File: src/rtl/stream_rr_arbiter.sv
// stream_rr_arbiter
//   Shares one valid/ready sink between NREQ valid/ready sources. Round-robin
//   arbitration with grant locking: a winner keeps the grant for up to BURST
//   beats, or until it drops valid. One registered output stage carries the
//   beat and the index of the requester that sourced it.
//
// Ports
//   clk        : clock, rising edge
//   rst        : synchronous reset, active low
//   up_valid   : [NREQ]     per-requester valid
//   up_data    : [NREQ*DW]  per-requester data, slice i = [i*DW +: DW]
//   up_ready   : [NREQ]     per-requester ready (at most one bit high)
//   down_valid : registered output valid
//   down_data  : [DW] registered output data
//   down_id    : [IDW] requester index of down_data
//   down_ready : sink ready
//   stat_clr   : (ARB_STATS_EN only) clear beat counters
//   stat_beats : (ARB_STATS_EN only) [NREQ*32] beats accepted per requester
//
// Optional feature macro: ARB_STATS_EN (per-requester beat counters).

module stream_rr_arbiter #(
    parameter int DW    = 32,
    parameter int NREQ  = 4,
    parameter int BURST = 4,
    localparam int IDW  = (NREQ > 1) ? $clog2(NREQ) : 1
) (
    input  logic                 clk,
    input  logic                 rst,
    input  logic [NREQ-1:0]      up_valid,
    input  logic [NREQ*DW-1:0]   up_data,
    output logic [NREQ-1:0]      up_ready,
    output logic                 down_valid,
    output logic [DW-1:0]        down_data,
    output logic [IDW-1:0]       down_id,
    input  logic                 down_ready
`ifdef ARB_STATS_EN
    ,
    input  logic                 stat_clr,
    output logic [NREQ*32-1:0]   stat_beats
`endif
);

    localparam int CW = (BURST > 1) ? $clog2(BURST) : 1;

    typedef enum logic {IDLE, LOCKED} state_t;

    state_t         state, state_nxt;
    logic [IDW-1:0] ptr, ptr_nxt;
    logic [IDW-1:0] owner, owner_nxt;
    logic [CW-1:0]  cnt, cnt_nxt;
    logic [IDW-1:0] gnt;
    logic [IDW-1:0] xfer_id;
    logic [DW-1:0]  xfer_data;
    logic           found;
    logic           accept;
    logic           xfer;

    function automatic logic [IDW-1:0] rr_idx(input logic [IDW-1:0] base, input int k);
        int j;
        j = int'(base) + k;
        if (j >= NREQ) j = j - NREQ;
        return IDW'(j);
    endfunction

    // (NREQ-1)+1 wraps to 0, so the pointer never leaves 0..NREQ-1
    function automatic logic [IDW-1:0] inc_wrap(input logic [IDW-1:0] i);
        return (i == IDW'(NREQ - 1)) ? '0 : i + 1'b1;
    endfunction

    assign accept = !down_valid || down_ready;

    // First valid requester at or after ptr, wrapping
    always_comb begin
        found = 1'b0;
        gnt   = '0;
        for (int k = 0; k < NREQ; k++) begin
            if (!found && up_valid[rr_idx(ptr, k)]) begin
                found = 1'b1;
                gnt   = rr_idx(ptr, k);
            end
        end
    end

    always_comb begin
        state_nxt = state;
        ptr_nxt   = ptr;
        owner_nxt = owner;
        cnt_nxt   = cnt;
        up_ready  = '0;
        xfer      = 1'b0;
        xfer_id   = '0;
        if (rst) begin
            case (state)
                IDLE: begin
                    if (accept && found) begin
                        up_ready[gnt] = 1'b1;
                        xfer          = 1'b1;
                        xfer_id       = gnt;
                        if (BURST == 1) begin
                            ptr_nxt = inc_wrap(gnt);
                        end else begin
                            owner_nxt = gnt;
                            cnt_nxt   = CW'(1);
                            state_nxt = LOCKED;
                        end
                    end
                end
                LOCKED: begin
                    // Owner validity is checked ahead of accept so a source
                    // that goes quiet releases the grant even under backpressure.
                    if (!up_valid[owner]) begin
                        state_nxt = IDLE;
                        ptr_nxt   = inc_wrap(owner);
                        cnt_nxt   = '0;
                    end else if (accept) begin
                        up_ready[owner] = 1'b1;
                        xfer            = 1'b1;
                        xfer_id         = owner;
                        if (int'(cnt) + 1 == BURST) begin
                            state_nxt = IDLE;
                            ptr_nxt   = inc_wrap(owner);
                            cnt_nxt   = '0;
                        end else begin
                            cnt_nxt = cnt + 1'b1;
                        end
                    end
                end
                default: state_nxt = IDLE;
            endcase
        end
    end

    assign xfer_data = up_data[int'(xfer_id)*DW +: DW];

    always_ff @(posedge clk) begin
        if (!rst) begin
            state      <= IDLE;
            ptr        <= '0;
            owner      <= '0;
            cnt        <= '0;
            down_valid <= 1'b0;
            down_data  <= '0;
            down_id    <= '0;
        end else begin
            state <= state_nxt;
            ptr   <= ptr_nxt;
            owner <= owner_nxt;
            cnt   <= cnt_nxt;
            if (accept) begin
                down_valid <= xfer;
                if (xfer) begin
                    down_data <= xfer_data;
                    down_id   <= xfer_id;
                end
            end
        end
    end

`ifdef ARB_STATS_EN
    logic [31:0] stat_cnt [NREQ];

    always_ff @(posedge clk) begin
        for (int i = 0; i < NREQ; i++) begin
            if (!rst || stat_clr)
                stat_cnt[i] <= '0;
            else if (up_valid[i] && up_ready[i])
                stat_cnt[i] <= stat_cnt[i] + 32'd1;
        end
    end

    for (genvar i = 0; i < NREQ; i++) begin : g_stat
        assign stat_beats[i*32 +: 32] = stat_cnt[i];
    end
`endif

endmodule

File: config.mk
export PLATFORM = sky130hd
export DESIGN_NAME = stream_rr_arbiter
export DESIGN_NICKNAME = d
export VERILOG_FILES = /design/src/rtl/stream_rr_arbiter.sv
export SDC_FILE = /design/constraint.sdc
export NUM_CORES = 1
export LEC_CHECK = 0
export ABC_CLOCK_PERIOD_IN_PS = 4800
export CORE_MARGIN = 2
export CORE_UTILIZATION = 67
export DETAILED_ROUTE_END_ITERATION = 10
export DONT_BUFFER_PORTS = 1
export MAX_ROUTING_LAYER = met4
export PLACE_DENSITY_LB_ADDON = 0.08
export SYNTH_ARGS = -nofsm -noshare
export SYNTH_HDL_FRONTEND = slang
export SYNTH_SLANG_ARGS = --single-unit
File: constraint.sdc
create_clock -name clk -period 4.8 [get_ports clk]
set_clock_uncertainty 0.1 [all_clocks]
set_input_delay 0.48 -clock clk [delete_from_list [all_inputs] [get_ports clk]]
set_output_delay 0.48 -clock clk [all_outputs]
set_load 0.02 [all_outputs]
==> results of run 1 <==
-- final cells by class --
type	count	area share
clock buffers	6	0.0299
clock inverters	2	0.00453
inverters	3	0.00408
multi-input cells	229	0.623
flip-flops and latches	42	0.305
well taps	50	0.0227
repair buffers	4	0.0109
-- critical path, delay by kind of cell, from the launching register on --
kind / cells / cell delay (ps)
AO/OA/AOI/OAI: 2 / 660
buffers and inverters: 1 / 370
flip-flops: 1 / 410
multiplexers: 2 / 760
AND/OR/NAND/NOR: 2 / 490
-- synth_stat cells, types with 3 or more instances --
library cell / count
dfxtp_1: 42
nand2_1: 38
mux2i_1: 34
o221ai_1: 19
a21oi_1: 16
mux2_2: 16
o21ai_0: 14
o21a_1: 13
nor2_1: 12
nor2b_1: 10
o211ai_2: 10
o211ai_1: 9
buf_2: 7
ha_1: 5
and2_1: 4
buf_4: 4
clkbuf_1: 4
a22oi_1: 3
inv_1: 3
-- placed cells by master (no fill, tap or decap), types with 2 or more instances in the layout --
master	instances
nor2b_1	10
nor3_1	2
o211ai_2	10
ha_1	5
mux2_2	16
clkbuf_8	6
nor2b_2	2
o221ai_1	19
a21oi_1	16
dfxtp_1	42
o21ai_0	14
mux2i_1	34
inv_1	3
nor2_2	3
a22oi_1	3
a32oi_1	2
buf_4	4
nor2_1	11
and2_1	4
o211ai_1	9
o21a_1	13
nand2_1	38
a21boi_0	2
-- cells by family (layout without fill, tap and decap cells) --
group / count (synthesis) / in the layout / share of synthesized area
AO/OA/AOI/OAI: 96 / 96 / 0.274
adder cells (fa/ha/maj): 5 / 5 / 0.0232
buffers and inverters: 23 / 15 / 0.0561
flip-flops: 42 / 42 / 0.312
multiplexers: 50 / 50 / 0.193
AND/OR/NAND/NOR: 78 / 78 / 0.142
-- per-stage QoR --
step	area (µm²)	hold slack, ps	instances	util
2_1_floorplan	2700	352	294	-
3_3_place_gp	2670	379	328	0.676
3_5_place_dp	2670	381	328	0.676
4_1_cts	2760	184	336	0.700
5_1_grt	2760	199	336	0.700
6_report	2760	196	336	0.700
-- sequential cells by signal, indices dropped and copies added (netlist names) --
register,count
cnt,2
state,1
down_data,32
down_id,2
down_valid,1
owner,2
ptr,2
-- metal layers --
metal  part of all wire  track usage  vias to the layer above  wire [µm]
li1                   -            -                     1085          -
met1               0.41        0.361                     1089       2840
met2               0.49        0.473                      111       3360
met3              0.091       0.0783                        7        626
met4             0.0094       0.0689                        0         65
met5                  0            -                        -          0
-- final timing paths --
kind | endpoint
max | down_data[19]
min | down_valid
max reg2reg | down_data[19]
min reg2reg | cnt[0]
-- where the power goes --
part	switching (W)	internal (W)
logic	0.000152	0.000118
clock network	0.000126	0.000116
registers	0.000111	0.000407
total	0.000390	0.000641
==> impl_metrics.json, run 1 <==
{
  "status": "finished clean",
  "slowest_delay_ps": 500,
  "grt_antenna_before_repair": 0,
  "hold_depth": 2,
  "dp_hpwl_mm": 5.32,
  "cts_max_level": 2,
  "rsz0062_at_grt": "false",
  "hp-class": "in2reg",
  "fin_ws_ps": 1880,
  "timing.rr.start": "owner[1]",
  "routed_wl_mm": 6.89,
  "multi_input_area_um2": 1720,
  "cts_resized": 0,
  "maxCapViolCount": 0,
  "synth.yosys.warnings": 0,
  "total_power_w": 0.00103,
  "drv_slew": 0,
  "io_pins": 174,
  "start_util": 0.685,
  "finalSetupViolCount": 0,
  "grt_pass1_wl_mm": 9.74,
  "vias_per_cell": 6.82,
  "syn_area_per_cell_um2": 9.18,
  "tightestPinTransition_ps": 1260,
  "syn-instance-count": 294,
  "dieHeight_um": 67.5,
  "worstPathCellList": "mux2_2, and2_1, a41oi_4, or2_1, buf_4, mux2_2, o21a_1",
  "firstDrtPassIters": 4,
  "slew_headroom": 0.154,
  "cpMostUsedCell": "mux2_2",
  "nets": 425,
  "route.detailed.drc": 0,
  "die_w_um": 67.5,
  "gp_congestion": 0.886,
  "grt_max_degree": 30,
  "insertion_delay_ps": 300,
  "critPathKind": "reg2reg",
  "numPortBuffers": 0,
  "cp.arrival_ps": 3020,
  "startpoint": "owner[1]",
  "p_per_area_nw_per_um2": 373,
  "first_global_vias": 2065,
  "root_buffer": "clkbuf_8",
  "numCtsBuffers": 5,
  "hold_start": "rst",
  "crit_path_top_delay_cell": "a41oi_4",
  "finalCritPeriodShare": 0.609,
  "wl_per_cell_um": 20.5,
  "reg2regPathDepth": 7,
  "syn-num-nets": 434,
  "synthTopCellsByArea": "dfxtp_1, mux2i_1, mux2_2, o221ai_1, nand2_1",
  "diodes": 0,
  "core-area_um2": 3940,
  "clock_path_buffers": 2,
  "syn2layout_area_growth_pct": 2.27,
  "worst-r2r-setup-slack_ps": 1880,
  "synth_top_area_share": 0.312,
  "yosysUniqueCellTypes": 44,
  "cp_max_fo": 29,
  "cp-start-kind": "flop",
  "cts_tree": "built",
  "final_antenna_net_count": 0,
  "path_clk_slew_ps": 80,
  "ys_ff_latch": 42,
  "ir_worst_vdd_uv": 263,
  "total_leakage_power_nw": 1.13,
  "fp-row-count": 23,
  "final.fill_count": 324,
  "ys.flop_type": "dfxtp_1",
  "vias": 2292,
  "syn_area_um2": 2700,
  "finalHoldViolations": 0,
  "yosysTopAreaCell": "dfxtp_1",
  "drtIter0Drc": 147,
  "clkSinkCount": 42,
  "synth_edf_count": 0,
  "dieArea_um2": 4550,
  "grt_usage": 0.292,
  "end_kind": "flop",
  "drive_above_1_share": 0.171,
  "seqCellArea_um2": 841,
  "cts_setup_buffers": 0,
  "critical_path_required_ps": 4890,
  "grt.overflow.total": 0,
  "dp_slack_ps": 1880,
  "clock.fmax_ghz": 0.342,
  "ctsHoldBuffers": 0,
  "fin_setup_tns_ps": 0,
  "synth-seq-area-share": 0.312,
  "finalCriticalPeriod_ps": 2920,
  "async_flop_share": 0
}
Power figures use the tool's default switching activity.
==> run 2: changes to the inputs <==
--- a/config.mk
+++ b/config.mk
@@ -5,9 +5,9 @@
 export SDC_FILE = /design/constraint.sdc
 export NUM_CORES = 1
 export LEC_CHECK = 0
-export ABC_CLOCK_PERIOD_IN_PS = 4800
+export ABC_CLOCK_PERIOD_IN_PS = 2700
 export CORE_MARGIN = 2
-export CORE_UTILIZATION = 67
+export CORE_UTILIZATION = 63
 export DETAILED_ROUTE_END_ITERATION = 10
 export DONT_BUFFER_PORTS = 1
 export MAX_ROUTING_LAYER = met4
==> constraint.sdc (replaced) <==
create_clock -name clk -period 2.7 [get_ports clk]
set_clock_uncertainty 0.1 [all_clocks]
set_input_delay 0.27 -clock clk [delete_from_list [all_inputs] [get_ports clk]]
set_output_delay 0.27 -clock clk [all_outputs]
set_load 0.02 [all_outputs]
==> impl_metrics.json, run 2 (same netlist as run 1, synthesis figures left out) <==
{
  "finalCriticalPeriod_ps": 2420,
  "fp-row-count": 23,
  "vias": 2327,
  "clock_path_buffers": 2,
  "largest_reg_flops": 32,
  "fin_setup_tns_ps": 0,
  "grt.overflow.total": 0,
  "vias_per_cell": 6.74,
  "numPortBuffers": 0,
  "route.detailed.drc": 0,
  "multi_input_area_um2": 1720,
  "numCtsBuffers": 5,
  "nets": 434,
  "io_pins": 174,
  "grt_max_degree": 26,
  "clock_power_share": 0.221,
  "diodes": 0,
  "dieArea_um2": 4820,
  "cts_max_level": 2,
  "routed_wl_mm": 6.99,
  "worst-r2r-setup-slack_ps": 280,
  "seqPwrFrac": 0.501,
  "first_global_vias": 2326,
  "path_clk_slew_ps": 80,
  "total_leakage_power_nw": 1.17,
  "rsz0062_at_grt": "false",
  "status": "finished clean",
  "finalHoldViolations": 0,
  "start_util": 0.665,
  "cp-start-kind": "flop",
  "tightestPinTransition_ps": 791,
  "drive_above_1_share": 0.190,
  "cts_setup_buffers": 0,
  "switchingPower_w": 0.000690,
  "maxCapViolCount": 0,
  "end_kind": "flop",
  "grt_usage": 0.296,
  "die_w_um": 69.5,
  "dieHeight_um": 69.5,
  "syn2layout_area_growth_pct": 4.73,
  "clock.fmax_ghz": 0.413,
  "timing.rr.start": "owner[1]",
  "final_common_cell": "dfxtp_1",
  "p_per_area_nw_per_um2": 645,
  "finalCritPeriodShare": 0.896,
  "ir_worst_vdd_uv": 460,
  "wl_per_cell_um": 20.3,
  "dp_hpwl_mm": 5.30,
  "final_util": 0.697,
  "clkSinkCount": 42,
  "hp-class": "in2reg",
  "final.fill_count": 352,
  "grt_antenna_before_repair": 0,
  "firstDrtPassIters": 4,
  "root_buffer": "clkbuf_8",
  "insertion_delay_ps": 290,
  "finalSetupViolCount": 0,
  "drtIter0Drc": 135,
  "grt_pass1_wl_mm": 11.4,
  "drv_slew": 0,
  "final_cell_mix": "dfxtp_1, nand2_1, mux2i_1, o221ai_1",
  "comb_power_share": 0.278,
  "slew_headroom": 0.472,
  "hold_start": "rst",
  "startpoint": "owner[1]",
  "gp_congestion": 0.865,
  "core-area_um2": 4060,
  "p_int_w": 0.00113,
  "largest-register": "down_data",
  "cp.arrival_ps": 2500,
  "critPathKind": "reg2reg",
  "switching_share": 0.379,
  "cts_tree": "built",
  "cp_max_fo": 19,
  "seqCellArea_um2": 841,
  "final_antenna_net_count": 0,
  "critical_path_required_ps": 2780
}
## run 2: cell count changes in the layout (fill, tap and decap cells not counted), sizes merged
| cell | before | now |
|---|---|---|
| buf | 4 | 11 |
| clkinv | 1 | 2 |
| clkinvlp | 1 | 0 |
| dlygate4sd3 | 0 | 2 |
## run 2: path summary, 6_finish.rpt
check                  endpoint  depth (start not counted)
setup / recovery  down_data[25]                          8
hold reg to reg          ptr[0]                          2
hold / removal       down_id[1]                          1
setup reg to reg  down_data[25]                          8
## run 2: worst max-delay path, cell delays in order (launching register included)
cell and delay, ps:
dfxtp_1 440, mux2_2 390, and2_1 170, a41oi_4 220
or2_1 180, buf_4 260, buf_4 240, mux2i_1 230
o211ai_2 90
## run 2: cell type report
class                   instances  area share
clock inverters                 2     0.00487
inverters                       3     0.00398
repair buffers                 13      0.0363
flip-flops and latches         42       0.297
multi-input cells             229       0.610
well taps                      50      0.0221
clock buffers                   6      0.0257
## run 2: power by group through the flow
stage	Combinational, W	Sequential, W	Clock [W]
global route	0.000564	0.000924	0.000440
CTS	0.000507	0.000915	0.000412
detailed placement	0.000503	0.000928	0
finish	0.000506	0.000914	0.000403
floorplan	0.000433	0.000901	0
global placement	0.000493	0.000928	0
## run 2: through the flow
| stage | area (µm²) | std cells | total power [W] | worst slack (ps) | hold slack, ps |
|---|---|---|---|---|---|
| floorplan | 2700 | 294 | 0.00133 | 456 | 352 |
| global placement | 2720 | 335 | 0.00142 | 250 | 285 |
| detailed placement | 2720 | 335 | 0.00143 | 125 | 285 |
| CTS | 2810 | 344 | 0.00183 | 130 | 1.27 |
| global route | 2830 | 345 | 0.00193 | 170 | 5.13 |
| finish | 2830 | 345 | 0.00182 | 281 | 9.07 |
## run 2: metal layers
metal  global-route usage  share of wire  vias up
li1                     -              -     1094
met1                0.357           0.40     1096
met2                0.478           0.49      122
met3               0.0858          0.089       15
met4               0.0915          0.022        0
met5                    -              0        -
## run 2: repair_timing
item / CTS / global route
resized for setup: 0 / 1
hold endpoints to repair: 2 / 1
hold buffers: 1 / 1
setup endpoints to repair: 0 / 19
==> run 3: changes to the inputs <==
--- a/config.mk
+++ b/config.mk
@@ -7,9 +7,10 @@
 export LEC_CHECK = 0
 export ABC_CLOCK_PERIOD_IN_PS = 2700
 export CORE_MARGIN = 2
-export CORE_UTILIZATION = 63
+export CORE_UTILIZATION = 50
 export DETAILED_ROUTE_END_ITERATION = 10
 export DONT_BUFFER_PORTS = 1
+export HOLD_SLACK_MARGIN = 0.02
 export MAX_ROUTING_LAYER = met4
 export PLACE_DENSITY_LB_ADDON = 0.08
 export SYNTH_ARGS = -nofsm -noshare
==> impl_metrics.json, run 3 (same netlist as run 1, synthesis figures left out) <==
{
  "critical_path_required_ps": 2790,
  "rsz0062_at_grt": "false",
  "comb_power_share": 0.260,
  "drv_slew": 0,
  "cts_tree": "built",
  "maxCapViolCount": 0,
  "clock.fmax_ghz": 0.426,
  "nets": 434,
  "dieArea_um2": 6000,
  "grt_antenna_before_repair": 0,
  "switching_share": 0.348,
  "grt_usage": 0.240,
  "dp_slack_ps": 213,
  "cp-start-kind": "flop",
  "core-area_um2": 5170,
  "p_per_area_nw_per_um2": 699,
  "slew_headroom": 0.449,
  "tightestPinTransition_ps": 826,
  "largest_reg_flops": 32,
  "status": "finished clean",
  "dieHeight_um": 77.5,
  "cp.arrival_ps": 2440,
  "grt_pass1_wl_mm": 11.1,
  "final_cell_mix": "dfxtp_1, nand2_1, mux2i_1, o221ai_1",
  "drtIter0Drc": 78,
  "firstDrtPassIters": 4,
  "fp-row-count": 26,
  "clock_power_share": 0.295,
  "grt.overflow.total": 0,
  "clkSinkCount": 42,
  "gp_congestion": 0.893,
  "final_util": 0.566,
  "root_buffer": "clkbuf_8",
  "cts_max_level": 2,
  "first_global_vias": 2241,
  "ir_worst_vdd_uv": 368,
  "wl_per_cell_um": 19.7,
  "finalHoldViolations": 0,
  "final.fill_count": 487,
  "total_power_w": 0.00205,
  "fin_ws_ps": 353,
  "cp_max_fo": 34,
  "fin_setup_tns_ps": 0,
  "die_w_um": 77.5,
  "multi_input_area_um2": 1720,
  "largest-register": "down_data",
  "critPathKind": "reg2reg",
  "grt_max_degree": 35,
  "numCtsBuffers": 5,
  "routed_wl_mm": 7.18,
  "vias": 2266,
  "finalSetupViolCount": 0,
  "diodes": 0,
  "vias_per_cell": 6.21,
  "seqPwrFrac": 0.444,
  "route.detailed.drc": 0,
  "numPortBuffers": 0,
  "drive_above_1_share": 0.197,
  "syn2layout_area_growth_pct": 8.39,
  "io_pins": 174,
  "dp_hpwl_mm": 5.30,
  "path_clk_slew_ps": 90,
  "final_antenna_net_count": 0,
  "end_kind": "flop",
  "start_util": 0.522,
  "finalCriticalPeriod_ps": 2350,
  "seqCellArea_um2": 841,
  "final_common_cell": "dfxtp_1",
  "hp-class": "in2reg",
  "switchingPower_w": 0.000712,
  "total_leakage_power_nw": 1.20,
  "p_int_w": 0.00133,
  "insertion_delay_ps": 300,
  "clock_path_buffers": 2,
  "finalCritPeriodShare": 0.869
}
run 3: cell count changes in the layout (fill, tap and decap cells not counted), sizes merged:
cell	before	now
clkinv	2	1
dlygate4sd3	2	1
bufinv	0	2
clkbuf	6	5
buf	11	12
run 3: stage by stage:
step | hold slack, ps | cell area [µm²] | std cells
2_1_floorplan | 352 | 2700 | 294
3_3_place_gp | 295 | 2780 | 356
6_report | 66.1 | 2930 | 365
3_5_place_dp | 287 | 2780 | 356
5_1_grt | 62.4 | 2930 | 365
4_1_cts | 53.4 | 2920 | 365
run 3: layer usage:
metal	routed length [µm]	GRT usage
met1	3080	0.296
met2	3490	0.385
met3	528	0.0616
met4	80	0.0768
met5	0	-
run 3: critical path, cell delays in order, from the launching register on:
cell and delay, ps:
dfxtp_1 430, mux2_2 370, and2_1 160, a41oi_4 240, or2_1 180, buf_12 200
mux2_2 360, o21a_1 160
run 3: worst paths after layout:
check / startpoint / to / slack, ps / cells after the start
worst max-delay path: owner[1] / down_data[31] / 350 / 7
worst min-delay path: up_data[76] / down_data[12] / 70 / 2
worst max register to register: owner[1] / down_data[31] / 350 / 7
worst min register to register: cnt[0] / cnt[0] / 400 / 1
run 3: final cells by class:
type | count | area share
Clock buffer | 5 | 0.0235
Clock inverter | 3 | 0.0235
Inverter | 3 | 0.00385
Multi-Input combinational cell | 229 | 0.589
Sequential cell | 42 | 0.287
Tap cell | 70 | 0.0299
Timing Repair Buffer | 13 | 0.0428
run 3: power groups by stage:
stage / clock (W) / sequential (W) / combinational [W]
CTS: 0.000617 / 0.000911 / 0.000535
finish: 0.000604 / 0.000908 / 0.000533
detailed placement: 0 / 0.000925 / 0.000530
floorplan: 0 / 0.000901 / 0.000433
global route: 0.000645 / 0.000921 / 0.000588
global placement: 0 / 0.000924 / 0.000523
run 3: repair_timing:
action                     CTS  global route
setup buffers                0             0
setup endpoints to repair    0             4
hold endpoints to repair    10             0
resized for setup            0             1
hold buffers                 1             0
